### src/rtl/counter_ctrl.sv
// Button front end for the up/down counter: synchronizes and debounces three
// raw buttons, toggles down/step/run on each press, and ticks en while running.
module counter_ctrl #(
  parameter int unsigned DB_CYCLES = 4,
  parameter int unsigned DIV       = 8
) (
  input  logic clk,
  input  logic nrst,
  input  logic btn_dir,
  input  logic btn_step,
  input  logic btn_run,
  output logic down,
  output logic step,
  output logic en,
  output logic run
);

  localparam int unsigned CW = $clog2(DB_CYCLES + 1);
  localparam int unsigned PW = (DIV > 1) ? $clog2(DIV) : 1;
  localparam logic [CW-1:0] C_LAST = CW'(DB_CYCLES - 1);
  localparam logic [PW-1:0] P_LAST = PW'(DIV - 1);

  // Bit order everywhere: [0] dir, [1] step, [2] run.
  logic [2:0]    btn;
  logic [2:0]    sync1;
  logic [2:0]    sync2;
  logic [2:0]    s;
  logic [2:0]    s_d;
  logic [2:0]    press;
  logic [CW-1:0] c [3];
  logic [PW-1:0] p;
  logic          run_nxt;

  assign btn = {btn_run, btn_step, btn_dir};

  always_ff @(posedge clk or negedge nrst) begin
    if (!nrst) begin
      sync1 <= '0;
      sync2 <= '0;
    end else begin
      sync1 <= btn;
      sync2 <= sync1;
    end
  end

  always_ff @(posedge clk or negedge nrst) begin
    if (!nrst) begin
      s   <= '0;
      s_d <= '0;
      for (int unsigned i = 0; i < 3; i++) c[i] <= '0;
    end else begin
      s_d <= s;
      for (int unsigned i = 0; i < 3; i++) begin
        if (sync2[i] == s[i]) begin
          c[i] <= '0;
        end else if (c[i] == C_LAST) begin
          s[i] <= sync2[i];
          c[i] <= '0;
        end else begin
          c[i] <= c[i] + CW'(1);
        end
      end
    end
  end

  always_comb begin
    press   = s & ~s_d;
    run_nxt = run ^ press[2];
  end

  always_ff @(posedge clk or negedge nrst) begin
    if (!nrst) begin
      down <= 1'b0;
      step <= 1'b0;
      run  <= 1'b0;
    end else begin
      down <= down ^ press[0];
      step <= step ^ press[1];
      run  <= run_nxt;
    end
  end

  // Count only while run is on both before and after this edge: turning off
  // clears p/en on the same edge, turning on starts p from 0 next cycle.
  always_ff @(posedge clk or negedge nrst) begin
    if (!nrst) begin
      p  <= '0;
      en <= 1'b0;
    end else if (!(run && run_nxt)) begin
      p  <= '0;
      en <= 1'b0;
    end else if (p == P_LAST) begin
      p  <= '0;
      en <= 1'b1;
    end else begin
      p  <= p + PW'(1);
      en <= 1'b0;
    end
  end

endmodule

### config.mk
export PLATFORM = sky130hd
export DESIGN_NAME = counter_ctrl
export DESIGN_NICKNAME = d
export VERILOG_FILES = /design/src/rtl/counter_ctrl.sv
export SDC_FILE = /design/constraint.sdc
export NUM_CORES = 1
export LEC_CHECK = 0
export BUFFER_PORTS_ARGS = -buffer_cell sky130_fd_sc_hd__buf_2
export CORE_MARGIN = 1
export CORE_UTILIZATION = 55
export CTS_CLUSTER_DIAMETER = 30
export DETAILED_ROUTE_END_ITERATION = 12
export MAX_ROUTING_LAYER = met4
export PLACE_DENSITY = 0.84
export SLEW_MARGIN = 20
export SYNTH_ARGS = -nofsm -noshare
export SYNTH_HDL_FRONTEND = slang
export SYNTH_SLANG_ARGS = --single-unit
export TNS_END_PERCENT = 100
### constraint.sdc
create_clock -name clk -period 1.2 [get_ports clk]
set_input_delay 0.06 -clock clk [delete_from_list [all_inputs] [get_ports clk]]
set_output_delay 0.06 -clock clk [all_outputs]
set_load 0.03 [all_outputs]
==> results.txt <==
Slowest cell on crit path - dfrtp_1
# diodes - 0
Fillers - 129
Final Cycle Share - 0.970
status - finished, final reports clean
final setup fails - 0
pre-CTS setup slack - 47.3 ps
port bufs - 8
Reg power frac - 0.504
Yosys cell types - 11
Syn Nets - 75
busiest grt layer - met2
CP max FO - 3
Initial DRC Count - 1
vias in the first global route - 546
Clock Skew - 4.11 ps
final-report hold violation count - 0
cell count of the worst reg-to-reg path - 3
grt met3 use - 0.0360
Required @ worst endpoint - 1420 ps
Critical R2R Capture - s[2]$_DFFE_PN0P_
DP HPWL - 855 um
total power - 2.74 mW
DRC - 0
Avg WL per Cell - 11.8 um
initial cell density of the core - 0.589
flip-flop and latch area - 701 um2
post-synthesis cell area - 1020 um2
Core ar. - 1730 um2
PD cells - 2280 nW/um2
die span in y - 45.0 um
GRT Residual Overflow - 0
CTS clk-pin slew, worst paths - 140 ps
most numerous cell in the Yosys netlist - dfrtp_1
Worst slew margin - 0.612
Area growth syn-to-layout - 18.2%
largest net degree at the start of global routing - 29
Internal Power - 1.96 mW
gpl congestion - 0.621
Clock power frac - 0.217
DIE WIDTH - 45.0 um
Clk Latency, worst-skew pair - 320 ps
non-filler cells in the finished layout - 106
# rows - 15
cts bufs inserted - 3
switching fraction of total power - 0.284
DRT Pass-1 Iters - 2
post-synth top area cell - dfrtp_1
Compound-Gate Fraction of Synth Area - 0
ys async rst share - 1.00
Highest Clock Rate - 860 MHz
crit path time final - 1160 ps
CTS H-Tree Depth - 1
mux share of post-synthesis cell area - 0.0332
Seq cells post-synth - 28
layout cells sized above 1 - 0.259
Max VDD drop - 1.38 mV
Top FF cell, synth - dfrtp_1
Hold Slack - 257 ps
WP data arrival - 1390 ps
TritonCTS clock tree - yes
main combinational cell family by area after synthesis - simple AND/OR/NAND/NOR gates
M1 GR Usage - 0.179
first-pass GRT wire length - 2.19 mm
Ys Warns - 0
top-area cell type share of the netlist area - 0.689
Syn Inst Count - 63
Max Cap Viol - 0
area of the multi-input gates - 319 um2
Slew @ Worst Pin - 583 ps
antenna violations before repair - 0
total track usage - 0.160
Area after DPL - 1090 um2
Synth area leaders - dfrtp_1 (69%), ha_1 (8.6%), nor3b_1 (5.2%), xnor2_1 (4.3%), nor2b_4 (4.1%)
final worst slack - 36.6 ps
dpl cells - 96
Worst path max stage delay - 390 ps
Crit Path Class - reg2reg
combinational share of power - 0.279
post-layout net count - 94
Pins Over Slew Limit - 0
ANT nets after route - 0
GR Layer Usage met2 - 0.261
routed via count - 511
R2R Setup Slk - 40 ps
top post-synthesis cells by count - dfrtp_1 (28), ha_1 (7), nor3b_1 (7)
fin area - 1200 um2
Worst setup EP type - flip-flop
Hold Path Class - in2async
die footprint - 2030 um2
io pins - 9
XOR/XNOR Fraction of Synth Area - 0.0431
post-synthesis sequential area ratio - 0.689
Max clock buf depth - 2
Critical Path Source Type - flip-flop
Adder-Cell Fraction of Synth Area - 0.0861
Synth Area in Simple Gates - 0.145
Clock Sink Count - 28
final setup TNS - 0 ps
vias per cell - 4.82
Leak Pwr - 0.575 nW
Crit Reg-Reg Startpoint - c[0]$_DFF_PN0_
CP Cell Sequence - ha_1 > nor2b_4 > mux2_2
final core utilization - 0.696
final wirelength - 1.25 mm
switching power - 778 uW
Root Buffer - clkbuf_4
Post-synth EDFFs - 0
Mapped Avg Cell Area - 16.1 um2
sequential cells by signal, indices dropped and copies added (netlist names):
signal / flops
sync2: 3
step: 1
p: 3
en: 1
sync1: 3
c: 9
down: 1
s_d: 3
run: 1
s: 3
cell families (layout without fill, tap and decap cells):
group | after synthesis | in the layout
xor gates and xnor gates | 5 | 5
adders and majority gates | 7 | 7
buffers and inverters | 1 | 19
DFF | 28 | 28
muxes | 3 | 3
and+or+nand+nor | 19 | 19
placed cells by master (no fill, tap or decap):
cell	instances
bufinv_16	1
inv_1	1
and2_1	3
mux2_4	1
ha_1	6
buf_2	8
nand2b_1	2
buf_4	2
nor2b_4	3
nor3b_1	7
ha_2	1
dfrtp_1	28
xnor2_1	5
nor3_1	3
dlygate4sd3_1	4
or2b_1	1
clkbuf_4	3
mux2_2	2
power by group through the flow:
stage                     sequential, mW  combinational (mW)  clock, mW
after floorplan                     1.47               0.447          0
after global placement              1.38               0.679          0
after detailed placement            1.40               0.712          0
after CTS                           1.38               0.726      0.610
after global routing                1.42               0.873      0.650
final                               1.38               0.765      0.594
area by class of cell:
type                    count  share of cell area
flip-flops and latches     28               0.583
multi-input cells          34               0.265
repair buffers             14              0.0791
well taps                  25              0.0260
clock inverters             1              0.0250
clock buffers               3              0.0187
inverters                   1             0.00312
worst max-delay path: cells and delay by family (launching register included):
kind          cells  cell delay, ps
flops             1             390
mux               1             330
fa+ha+maj         1             180
simple gates      1             170
routing by layer:
metal	vias up	wire length, um	share of wire
met2	9	611	0.49
met5	-	0	0
met3	2	39	0.031
met4	0	21	0.017
met1	255	573	0.46
li1	245	-	-
worst max path at each step:
stage                   startpoint                to  cells past startpoint
floorplan           c[6]$_DFF_PN0_  s[0]$_DFFE_PN0P_                      3
global placement    c[0]$_DFF_PN0_  s[2]$_DFFE_PN0P_                      3
detailed placement  c[6]$_DFF_PN0_  s[0]$_DFFE_PN0P_                      3
CTS                 c[3]$_DFF_PN0_  s[1]$_DFFE_PN0P_                      3
global route        c[0]$_DFF_PN0_  s[2]$_DFFE_PN0P_                      3
finish              c[0]$_DFF_PN0_  s[2]$_DFFE_PN0P_                      3
timing repair:
item,CTS,global route
buffers inserted,0,2
resized for setup,0,2
setup endpoints to repair,0,3
hold endpoints to repair,31,0
hold buffers,4,0
No activity file was read; power rests on OpenSTA's default activity.
